<file path="config.mk">
export PLATFORM = sky130hd
export DESIGN_NAME = serdes_bridge
export DESIGN_NICKNAME = d
export VERILOG_FILES = /design/src/rtl/serdes_bridge.sv
export SDC_FILE = /design/constraint.sdc
export NUM_CORES = 1
export LEC_CHECK = 0
export CAP_MARGIN = 20
export CORE_AREA = 2 2 140 142
export DETAILED_ROUTE_END_ITERATION = 16
export DIE_AREA = 0 0 142 144
export GPL_ROUTABILITY_DRIVEN = 0
export GPL_TIMING_DRIVEN = 0
export PLACE_DENSITY = 0.74
export SYNTH_ARGS = -nofsm -noshare
export SYNTH_HDL_FRONTEND = slang
export SYNTH_SLANG_ARGS = --single-unit
</file>
<file path="constraint.sdc">
create_clock -name i_clk -period 7.62 [get_ports i_clk]
set_clock_uncertainty 0.2 [all_clocks]
set_input_delay 1.524 -clock i_clk [delete_from_list [all_inputs] [get_ports i_clk]]
set_output_delay 1.524 -clock i_clk [all_outputs]
set_load 0.1 [all_outputs]
</file>
<file path="src/rtl/serdes_bridge.sv">
// serdes_bridge: bit-serial <-> parallel bridge for the FIR datapath.
//   RX: assembles DATA_WIDTH words from LANES-wide beats and queues them in a
//       FIFO_DEPTH-entry word FIFO toward the FIR input.
//   TX: takes FIR output words and shifts them out LANES bits per beat under
//       receiver flow control, with no bubble between back-to-back words.
// Ports:
//   i_clk, i_rst                  clock, asynchronous active-high reset
//   i_en                          global enable (low freezes all state)
//   i_din, i_din_valid, o_ready   RX serial beat handshake
//   o_word, o_word_valid,
//   i_word_ready, o_rx_count      RX FIFO head, pop handshake, occupancy
//   i_word, i_word_valid,
//   o_word_ready                  TX word handshake
//   o_dout, o_dout_valid, i_ready TX serial beat handshake
module serdes_bridge #(
  parameter int unsigned DATA_WIDTH = 32,
  parameter int unsigned LANES      = 1,
  parameter int unsigned MSB_FIRST  = 0,
  parameter int unsigned FIFO_DEPTH = 4
) (
  input  logic                          i_clk,
  input  logic                          i_rst,
  input  logic                          i_en,
  input  logic [LANES-1:0]              i_din,
  input  logic                          i_din_valid,
  output logic                          o_ready,
  output logic [DATA_WIDTH-1:0]         o_word,
  output logic                          o_word_valid,
  input  logic                          i_word_ready,
  output logic [$clog2(FIFO_DEPTH):0]   o_rx_count,
  input  logic [DATA_WIDTH-1:0]         i_word,
  input  logic                          i_word_valid,
  output logic                          o_word_ready,
  output logic [LANES-1:0]              o_dout,
  output logic                          o_dout_valid,
  input  logic                          i_ready
);

  localparam int unsigned BEATS = DATA_WIDTH / LANES;
  localparam int unsigned BW    = (BEATS > 1) ? $clog2(BEATS) : 1;
  localparam int unsigned AW    = $clog2(FIFO_DEPTH);
  localparam int unsigned CW    = AW + 1;
  localparam int unsigned PW    = (DATA_WIDTH > 1) ? $clog2(DATA_WIDTH) : 1;
  localparam logic [BW-1:0] LAST_BEAT = BW'(BEATS - 1);

  // Bit offset of the lane group carried by beat k.
  function automatic logic [PW-1:0] lane_pos(input logic [BW-1:0] k);
    if (MSB_FIRST != 0) return PW'((BEATS - 1 - 32'(k)) * LANES);
    else                return PW'(32'(k) * LANES);
  endfunction

  // ---------------------------------------------------------------- RX path
  logic [BW-1:0]         rx_beat;
  logic [DATA_WIDTH-1:0] rx_buf;
  logic [DATA_WIDTH-1:0] rx_merged;
  logic [DATA_WIDTH-1:0] mem [FIFO_DEPTH];
  logic [AW-1:0]         wr_ptr;
  logic [AW-1:0]         rd_ptr;
  logic [CW-1:0]         count;
  logic                  rx_accept;
  logic                  push;
  logic                  pop;

  assign o_ready      = (count != CW'(FIFO_DEPTH));
  assign o_word_valid = (count != '0);
  assign o_word       = mem[rd_ptr];
  assign o_rx_count   = count;

  assign rx_accept = i_en && i_din_valid && o_ready;
  assign push      = rx_accept && (rx_beat == LAST_BEAT);
  assign pop       = i_en && o_word_valid && i_word_ready;

  // Partial word with the incoming beat merged in; pushed whole on the last beat.
  always_comb begin
    rx_merged = rx_buf;
    rx_merged[lane_pos(rx_beat) +: LANES] = i_din;
  end

  // Beat assembly and word FIFO.
  always_ff @(posedge i_clk or posedge i_rst) begin
    if (i_rst) begin
      rx_beat <= '0;
      rx_buf  <= '0;
      wr_ptr  <= '0;
      rd_ptr  <= '0;
      count   <= '0;
      for (int unsigned i = 0; i < FIFO_DEPTH; i++) mem[i] <= '0;
    end else begin
      if (rx_accept) begin
        rx_buf  <= rx_merged;
        rx_beat <= push ? '0 : rx_beat + BW'(1);
      end
      if (push) begin
        mem[wr_ptr] <= rx_merged;
        wr_ptr      <= wr_ptr + AW'(1);
      end
      if (pop) rd_ptr <= rd_ptr + AW'(1);
      if (push && !pop)      count <= count + CW'(1);
      else if (pop && !push) count <= count - CW'(1);
    end
  end

  // ---------------------------------------------------------------- TX path
  typedef enum logic {IDLE, SHIFT} tx_state_t;

  tx_state_t             state;
  logic [DATA_WIDTH-1:0] tx_word;
  logic [BW-1:0]         tx_beat;
  logic                  tx_last;

  // Final beat being consumed this cycle: the next word may be taken in its place.
  assign tx_last      = (state == SHIFT) && i_ready && (tx_beat == LAST_BEAT);
  assign o_word_ready = (state == IDLE) || tx_last;

  // TX FSM: load, shift on i_ready, reload without a bubble on the final beat.
  always_ff @(posedge i_clk or posedge i_rst) begin
    if (i_rst) begin
      state        <= IDLE;
      tx_word      <= '0;
      tx_beat      <= '0;
      o_dout       <= '0;
      o_dout_valid <= 1'b0;
    end else if (i_en) begin
      case (state)
        IDLE: begin
          if (i_word_valid) begin
            tx_word      <= i_word;
            tx_beat      <= '0;
            o_dout       <= i_word[lane_pos(BW'(0)) +: LANES];
            o_dout_valid <= 1'b1;
            state        <= SHIFT;
          end
        end
        SHIFT: begin
          if (i_ready) begin
            if (tx_beat == LAST_BEAT) begin
              if (i_word_valid) begin
                tx_word <= i_word;
                tx_beat <= '0;
                o_dout  <= i_word[lane_pos(BW'(0)) +: LANES];
              end else begin
                o_dout_valid <= 1'b0;
                state        <= IDLE;
              end
            end else begin
              tx_beat <= tx_beat + BW'(1);
              o_dout  <= tx_word[lane_pos(tx_beat + BW'(1)) +: LANES];
            end
          end
        end
      endcase
    end
  end

endmodule

</file>
==> results.md, run 1 <==
- Setup Crit Path Kind: flop to output port
- Hold WS: 287 ps
- Hold_sp: rx_buf[30]
- Tmin final: 5400 ps
- Area delta synth->final: 19.5%
- Final setup violation count: 0
- Worst-Skew Late Latency: 520 ps
- Crit path buffers/inverters: 3
- Netlist area before placement: 9930 sq um
- Synth Area in XOR/XNOR: 1.07%
- Lkg Pwr: 5.25 nW
- Slowest cell on the critical path: clkdlybuf4s50_1
- IO Count: 80
- Remaining DRCs: 0
- Die Y: 144 um
- Crit path launch: rd_ptr[0]
- Hold buffer count at CTS: 0
- Post-CTS Setup Inserts: 0
- Vias per Instance: 5.84
- Synth cell types: 44
- Share of layout cells above drive strength 1: 17.5%
- Die area: 20400 sq um
- Outcome: finished, final reports clean
- Syn Nets: 920
- Pwr Density: 341 nW/um^2
- Synthesis warning total: 0
- CP startpoint kind: flop
- Number of global-route vias before repair: 7256
- Post-synth top area share: 53.4%
- Fillers: 1504
- TritonCTS buffer count: 24
- Avg Inst Size Synth: 11.5 sq um
- Crit-path max FO: 10
- Worst Path Arrival: 3680 ps
- Sequential fraction of the synthesis area: 53.4%
- Peak ir drop on the vdd network: 0.397 mV
- CTS clk-pin slew, worst paths: 60 ps
- Synth Flop Type: dfrtp_1
- Mux contribution to synthesized area: 21.1%
- Gr usage total: 23.7%
- Post-cts sizing count: 0
- Asr flop ratio synth: 100%
- First DRT Iteration DRCs: 557
- Main combinational cell family by area after synthesis: multiplexers
- Synth area leader: dfrtp_1
- Mapped Cells: 866
- CTS tree: built
- Critical Path Max Stage Delay: 980 ps
- DRT Pass-1 Iters: 5
- GRT Residual Overflow: 0
- Crit path cell chain: clkbuf_1 -> buf_1 -> mux4_2 -> clkdlybuf4s50_1
- Post-synthesis compound-gate area fraction: 8.67%
- DP Area: 11100 sq um
- Measured slew at the worst slew-check pin: 1020 ps
- Port buffer count: 79
- Dpl hpwl: 15600 um
- Worst r2r src: rx_beat[0]
- Worst endpoint required time: 5900 ps
- Clk buf depth: 3
- Root buf cell: clkbuf_16
- Fmax: 185 MHz
- Ant. Diodes: 0
- Maximum level of the CTS H-tree: 1
- Nets: 1026
- CP Capture Type: output port
- RSZ-0062 raised after global routing: false
- First-pass GRT wire length: 38400 um
- Max-slew headroom: 32.0%
- Cell family with most CP delay: buffers and inverters
- Largest net degree at the start of global routing: 131
- Row count: 51
- Max_cap viols: 0
- Simple-gate share of the synthesized area: 11.1%
- # clock sinks: 212
- Yosys reg bits: 212
- Final hold violations: 0
- Post-synth EDFFs: 0
- Max Slew Vio Count: 0
- Total core area: 19100 sq um
- Effective utilization at floorplan: 52.0%
- Final instance area: 11900 sq um
- Total number of vias: 7161
- Die X: 142 um
- Antenna Violating Nets Remaining: 0
- Routed length per placed instance: 19.1 um
- WL final: 23500 um
- Share of the cycle needed by the critical path after routing: 70.9%
- Ranking of synthesized cells by area: dfrtp_1 53%, mux4_2 8.6%, mux2_2 8.4%
- Initial antenna violation count: 0
- Min-delay worst type: flop to flop
- Adder-Cell Fraction of Synth Area: 1.84%
==> metal layers <==
| layer | global-route usage, % | wire length, um | vias up | share of wire [%] |
|---|---|---|---|---|
| met1 | 33.5 | 10100 | 3621 | 43 |
| met3 | 3.81 | 1510 | 35 | 6.4 |
| met5 | 0 | 0 | - | 0 |
| li1 | - | - | 3280 | - |
| met2 | 38.9 | 11300 | 225 | 48 |
| met4 | 6.16 | 452 | 0 | 1.9 |
==> cells by family (layout without fill, tap and decap cells) <==
kind of cell,after synthesis,count (layout)
muxes,153,153
adders and majority gates,14,14
xor gates and xnor gates,10,10
buffers and inverters,69,192
AOI/OAI and AO/OA,166,166
and+or+nand+nor,242,242
DFF,212,212
==> cells in the final DEF (no fill, tap or decap), types with 4 or more instances in the layout <==
cell type,synthesis,final
clkdlybuf4s50_1,0,79
inv_1,9,8
o31ai_1,4,4
buf_2,13,13
nor2b_1,6,6
nor2_1,139,139
buf_1,8,8
clkbuf_1,39,44
a21oi_1,137,137
clkbuf_16,0,24
mux4_2,38,38
dfrtp_1,212,212
clkinv_2,0,4
nand3_1,6,6
xor2_1,4,4
and3_1,10,10
xnor2_1,5,5
nor3_1,28,28
and3b_1,4,4
mux2_2,74,74
o21ai_0,16,16
mux2i_1,41,41
nand2_1,24,24
ha_1,13,13
==> metrics by stage <==
step	setup TNS (ps)	cells	total power [mW]	setup slack, ps	utilization (%)
detailed placement	0	1184	2.88	2450	57.9
global placement	-550790	1183	2.86	-2620	57.8
CTS	0	1227	4.06	2130	62.2
finish	0	1227	4.05	2220	62.2
floorplan	0	866	2.52	102	-
global route	0	1227	4.24	2010	62.2
==> where the power goes <==
part	internal [mW]	switching (mW)	total, mW
sequential	1.32	0.123	1.44
combinational	0.487	0.945	1.43
clock	0.713	0.465	1.18
==> synth_stat cells, drive strengths merged, types with 2 or more instances <==
cell	instances
and2	4
nand2	24
inv	9
mux2i	41
mux2	74
buf	21
nand3b	2
nor3b	3
nand2b	3
nand3	6
a21oi	137
nor3	29
xnor2	5
nor2b	6
and3	10
nor2	139
and3b	4
mux4	38
or2	3
dfrtp	212
ha	13
nand4	3
o31ai	4
clkbuf	39
o21ai	18
xor2	5
a211oi	2
==> state kept, by name, indices dropped and copies added (netlist names) <==
register / flops
state: 1
rx_beat: 5
tx_word: 32
rx_buf: 32
mem: 128
o_dout: 1
o_rx_count: 3
tx_beat: 5
rd_ptr: 2
wr_ptr: 2
o_dout_valid: 1
==> worst register-to-register path, cell delays in order, from the launching register on <==
cell and delay, ps:
dfrtp_1 500, inv_1 150, ha_1 230, clkbuf_1 220, and3b_1 240, mux2i_1 700, nand2b_1 210, clkbuf_1 380
nor2_1 90, mux2_2 280
==> final timing paths <==
| check | endpoint | slack (ps) | cells past startpoint |
|---|---|---|---|
| max in group asynchronous | mem[8] | 4900 | 3 |
| min in group asynchronous | tx_word[24] | 1280 | 2 |
| min reg2reg | rx_buf[30] | 290 | 2 |
| max reg2reg | rx_buf[10] | 4320 | 9 |
| max | o_word[12] | 2220 | 4 |
| min | rx_buf[30] | 290 | 2 |
==> final cells by class <==
class                   instances  area [sq um]  area share, %
flip-flops and latches        212          5310           44.7
multi-input cells             585          4350           36.7
repair buffers                 80           818           6.90
clock buffers                  32           661           5.57
well taps                     238           298           2.51
plain buffers                  60           241           2.04
clock inverters                11           150           1.27
inverters                       9          41.3          0.348
Note: power is estimated with default switching activity, not from simulation.
==> run 2: changes to the inputs <==
Settings changed: CORE_AREA 2 2 140 142 to 2 2 138 140, DIE_AREA 0 0 142 144 to 0 0 140 142, PLACE_DENSITY 0.74 to 0.73.
Clock period 7.62 ns to 5.4 ns, I/O delays scaled along.
==> run 2 against run 1 <==
The run now ends with design-rule violations left. Largest cell class unchanged. Largest power group unchanged. Setup slack got worse by 1900 ps. Cell area rose by 0.55%. Sequential share of layout area down 0.24 points.
==> results.md, run 2 (synthesis gave the netlist of run 1 again) <==
- Crit path buffers/inverters: 3 (unchanged)
- CP startpoint kind: flop
- Outcome: finished with violations
- Crit-path max FO: 10 (unchanged)
- Maximum level of the CTS H-tree: 1 (unchanged)
- Max_cap viols: 0 (unchanged)
- Max-slew headroom: 32.1% (+0.17 points)
- Share of layout cells above drive strength 1: 18.1% (+0.63 points)
- Biggest registers after layout: mem: 128 flops, rx_buf: 32 flops, tx_word: 32 flops
- Vias per Instance: 5.84 (about the same)
- Lkg Pwr: 5.29 nW (+0.67%)
- Max Slew Vio Count: 0 (unchanged)
- Crit path cell chain: clkbuf_1 -> buf_1 -> mux4_2 -> clkdlybuf4s50_1
- Measured slew at the worst slew-check pin: 1010 ps (-2.56 ps)
- WL final: 24200 um (+3.2%)
- Antenna Violating Nets Remaining: 0 (unchanged)
- Most frequent cells in the layout: 212 x dfrtp_1, 139 x nor2_1, 137 x a21oi_1
- Max layer used: met4
- First-pass GRT wire length: 39500 um (+3.0%)
- Min setup slack post-route: 315 ps (-1900 ps)
- IO Count: 80 (unchanged)
- Wire length on met2: 11800 um (+3.9%)
- GRT Residual Overflow: 0 (unchanged)
- Total number of vias: 7168 (+0.098%)
- Sw Ratio: 38.2% (+0.33 points)
- RSZ-0062 raised after global routing: false
- Total core area: 18500 sq um (-3.3%)
- Initial antenna violation count: 0 (unchanged)
- CP Capture Type: output port
- Storage cell area: 5310 sq um (unchanged)
- Port buffer count: 79 (unchanged)
- Multi-input combinational cell area: 4350 sq um (unchanged)
- Dpl hpwl: 16400 um (+4.8%)
- Share of the cycle needed by the critical path after routing: 94.2%
- Routed length per placed instance: 19.7 um (+3.2%)
- Hold_sp: tx_beat[4]
- Cell family with most CP delay: buffers and inverters
- Ant. Diodes: 0 (unchanged)
- Seq pwr share: 35.5% (about the same)
- Slowest cell on the critical path: clkdlybuf4s50_1
- Pwr Density: 480 nW/um^2 (+41%)
- Hold buffer count at CTS: 0 (unchanged)
- Post-CTS Setup Inserts: 0 (unchanged)
- Tmin final: 5090 ps
- Setup WS pre-CTS: 792 ps (-1660 ps)
- Die area: 19900 sq um (-2.8%)
- First DRT Iteration DRCs: 461 (-17%)
- Fmax: 197 MHz
- Root buf cell: clkbuf_16
- Final setup violation count: 0 (unchanged)
- Effective utilization at floorplan: 53.8% (+1.8 points)
- CTS tree: built
- Violated checks: design-rule violations
- Switching power total: 2.19 mW (+43%)
- Crit path launch: rd_ptr[0]
- TritonCTS buffer count: 24 (unchanged)
- Top reg by flops: mem
- Post-cts sizing count: 0 (unchanged)
- DRT Pass-1 Iters: 13 (+8)
- Gr usage total: 25.2% (+1.5 points)
- Clock network fraction of design power: 29.1% (about the same)
- Final hold violations: 0 (unchanged)
- Fillers: 1436 (-4.5%)
- Critical Path Max Stage Delay: 1000 ps (+20 ps)
- # clock sinks: 212 (unchanged)
- Row count: 50 (-2.0%)
- Combinational power share: 35.4% (about the same)
- Setup TNS: 0 ps (unchanged)
- Setup Crit Path Kind: flop to output port
- Largest net degree at the start of global routing: 43 (-67%)
- Clk buf depth: 3 (unchanged)
- Peak ir drop on the vdd network: 0.298 mV (-25%)
- Remaining DRCs: 1 (+1)
- Metal-1 WL: 10600 um (+4.6%)
- Die X: 140 um (-1.4%)
- Met3 routed WL: 1190 um (-21%)
- CTS clk-pin slew, worst paths: 60 ps (about the same)
- Die Y: 142 um (-1.4%)
- Min-delay worst type: flop to flop
- Int Power: 3.54 mW (+41%)
- Nets: 1030 (+0.39%)
- Most common cell after layout, fill and taps aside: dfrtp_1
- Worst Path Arrival: 3810 ps (+130 ps)
- Number of global-route vias before repair: 7448 (+2.6%)
- Worst-Skew Late Latency: 530 ps (about the same)
- Max reg flops: 128 (unchanged)
- Worst r2r src: rx_beat[0]
- Area delta synth->final: 20.1%
- Worst endpoint required time: 4120 ps (-1780 ps)
-- run 2: layout make-up --
type                            instances  share of cell area (%)
Buffer                                 60                    2.02
Timing Repair Buffer                   84                    7.47
Multi-Input combinational cell        585                    36.5
Clock inverter                         15                    1.48
Clock buffer                           28                    5.33
Tap cell                              234                    2.45
Inverter                                9                   0.315
Sequential cell                       212                    44.5
-- run 2: through the flow --
stage / util [%] / hold WS (ps) / area (sq um) / power [mW] / cells
after global routing: 64.6 / 299 / 11900 / 6.00 / 1227
after CTS: 64.6 / 288 / 11900 / 5.75 / 1227
after floorplan: - / 249 / 9930 / 3.55 / 866
final: 64.6 / 288 / 11900 / 5.73 / 1227
after detailed placement: 60.2 / 274 / 11100 / 4.08 / 1184
after global placement: 59.7 / 261 / 11000 / 4.03 / 1179
-- run 2: metal layers --
metal	vias to the layer above	track usage [%]
met5	-	0
met4	0	7.76
met3	45	3.67
met2	232	42.0
met1	3614	34.8
li1	3277	-
-- run 2: worst paths after layout --
path	to	slack, ps	cells past startpoint
worst max-delay path	o_word[17]	310	4
worst max register to register	rx_buf[12]	2070	9
min in group asynchronous	o_rx_count[2]	820	2
max in group asynchronous	mem[13]	3270	4
worst min-delay path	tx_beat[4]	290	2
worst min register to register	tx_beat[4]	290	2
-- run 2: power by group through the flow --
stage | logic [mW] | clock network [mW] | registers, mW
6_report | 2.03 | 1.67 | 2.03
5_1_grt | 2.18 | 1.75 | 2.07
4_1_cts | 2.04 | 1.68 | 2.03
2_1_floorplan | 1.43 | 0 | 2.12
3_3_place_gp | 1.98 | 0 | 2.05
3_5_place_dp | 2.03 | 0 | 2.06
-- run 2: tightest hold or removal path, cell delays in order, from the launching register on --
cell	delay, ps
dfrtp_1	350
nand2_1	50
nand2_1	60
==> run 3: changes to the inputs <==
Settings changed: SLEW_MARGIN from default to 10.
==> run 3 against run 2 <==
The flow now finishes without violations. Combinational power hardly changed. Wire length shrank 1.8%. Sequential share of layout area up 0.089 points. Clock power decreased by 4%. Critical path depth unchanged. Final cell count fell by 0.24%. Register-to-register slack gained 20 ps. Die area is the same. Worst hold slack worse by 4.2 ps. Largest power group unchanged.
==> results.md, run 3 (synthesis gave the netlist of run 1 again) <==
- Outcome: finished, final reports clean
- Maximum level of the CTS H-tree: 1 (unchanged)
- Post-CTS Setup Inserts: 0 (unchanged)
- Area delta synth->final: 19.9%
- Remaining DRCs: 0 (-1)
- Gr usage total: 24.5% (-0.66 points)
- Final instance area: 11900 sq um (-0.20%)
- Ant. Diodes: 0 (unchanged)
- Share of layout cells above drive strength 1: 17.6% (-0.55 points)
- CTS clk-pin slew, worst paths: 60 ps (about the same)
- Die Y: 142 um (unchanged)
- CP startpoint kind: flop
- Multi-input combinational cell area: 4350 sq um (unchanged)
- Biggest registers after layout: mem: 128 flops, rx_buf: 32 flops, tx_word: 32 flops
- Effective utilization at floorplan: 53.8% (unchanged)
- Number of global-route vias before repair: 7261 (-2.5%)
- Most frequent cells in the layout: 212 x dfrtp_1, 139 x nor2_1, 137 x a21oi_1
- Most common cell after layout, fill and taps aside: dfrtp_1
- Max-slew headroom: 31.7% (-0.43 points)
- Die area: 19900 sq um (unchanged)
- Routed length per placed instance: 19.4 um (-1.6%)
- Non-filler instance count after layout: 1224 (-0.24%)
- Initial antenna violation count: 0 (unchanged)
- Row count: 50 (unchanged)
- Tmin final: 5020 ps (-62.4 ps)
- Nets: 1029 (-0.097%)
- Min-delay worst type: flop to flop
- Placed Cells: 1185 (+0.084%)
- CTS tree: built
- DP Area: 11100 sq um (+0.18%)
- CP Capture Type: output port
- Clk buf depth: 3 (unchanged)
- Setup Crit Path Kind: flop to output port
- Worst endpoint required time: 4120 ps (about the same)
- Port buffer count: 79 (unchanged)
- Worst-Skew Late Latency: 500 ps (-30 ps)
- Peak ir drop on the vdd network: 0.260 mV (-13%)
- Fillers: 1454 (+1.3%)
- RSZ-0062 raised after global routing: false
- Final setup violation count: 0 (unchanged)
- TritonCTS buffer count: 22 (-8.3%)
- Share of the cycle needed by the critical path after routing: 93.0% (-1.2 points)
- Fmax: 199 MHz (+1.2%)
- GRT Residual Overflow: 0 (unchanged)
- WHS Path Cells: 2 (unchanged)
- Die X: 140 um (unchanged)
- First DRT Iteration DRCs: 495 (+7.4%)
- Top reg by flops: mem
- First-pass GRT wire length: 38500 um (-2.5%)
- Vias per Instance: 5.82 (-0.30%)
- Worst Path Arrival: 3740 ps (-70 ps)
- Dpl hpwl: 16200 um (-0.82%)
- IO Count: 80 (unchanged)
- Max reg flops: 128 (unchanged)
- Final hold violations: 0 (unchanged)
- Hold buffer count at CTS: 0 (unchanged)
- Root buf cell: clkbuf_16
- Max_cap viols: 0 (unchanged)
- Post-cts sizing count: 0 (unchanged)
- Reg2Reg Depth: 9 (unchanged)
- Total number of vias: 7129 (-0.54%)
- DRT Pass-1 Iters: 6 (-7)
- Largest net degree at the start of global routing: 40 (-7.0%)
- # clock sinks: 212 (unchanged)
- Storage cell area: 5310 sq um (unchanged)
- Crit-path max FO: 10 (unchanged)
- Antenna Violating Nets Remaining: 0 (unchanged)
- Lkg Pwr: 5.28 nW (-0.20%)
- Measured slew at the worst slew-check pin: 1020 ps (+6.50 ps)
- Max Slew Vio Count: 0 (unchanged)
- Total core area: 18500 sq um (unchanged)
- Pwr Density: 476 nW/um^2 (-1.0%)
- WL final: 23700 um (-1.8%)
## run 3: cell types whose count changed in the layout (fill, tap and decap cells not counted), sizes merged
cell and delta:
buf +1, clkinv -6, inv -1, clkinvlp -2, clkbuf +5
## run 3: per-layer routing
layer	global-route usage, %	part of all wire [%]
met1	33.6	44
met5	0	0
met3	3.73	5.0
met4	6.33	2.1
met2	41.7	49
## run 3: final timing paths
check,from,end,slack (ps)
max,rd_ptr[0],o_word[20],380
min in group asynchronous,i_rst,o_rx_count[2],790
min reg2reg,rx_buf[0],rx_buf[0],280
min,rx_buf[0],rx_buf[0],280
max in group asynchronous,i_rst,mem[43],3420
max reg2reg,rx_beat[0],rx_buf[10],2090
## run 3: area by class of cell
type                       instances  share of cell area (%)
sequential                       212                    44.6
clock buffer                      33                    5.57
inverter                           9                   0.315
tap                              234                    2.46
multi-input combinational        585                    36.5
timing repair buffer              85                    7.65
clock inverter                     6                   0.883
buffer                            60                    2.03
## run 3: critical path, stage by stage (launching register included)
cell             delay (ps)
dfrtp_1                 320
clkbuf_1                560
buf_1                   750
mux4_2                  620
clkdlybuf4s50_1         980
## run 3: power by group
group,switching [mW],internal (mW)
clock,0.608,0.989
sequential,0.177,1.86
combinational,1.33,0.695
## run 3: stage by stage
stage	hold WS, ps	setup TNS [ps]	utilization, %	power, mW	setup WS [ps]
2_1_floorplan	249	0	-	3.55	1360
3_3_place_gp	261	-53130	59.7	4.03	-261
3_5_place_dp	272	0	60.4	4.08	801
4_1_cts	286	0	64.5	5.69	269
5_1_grt	317	0	64.5	5.93	118
6_report	283	0	64.5	5.66	377
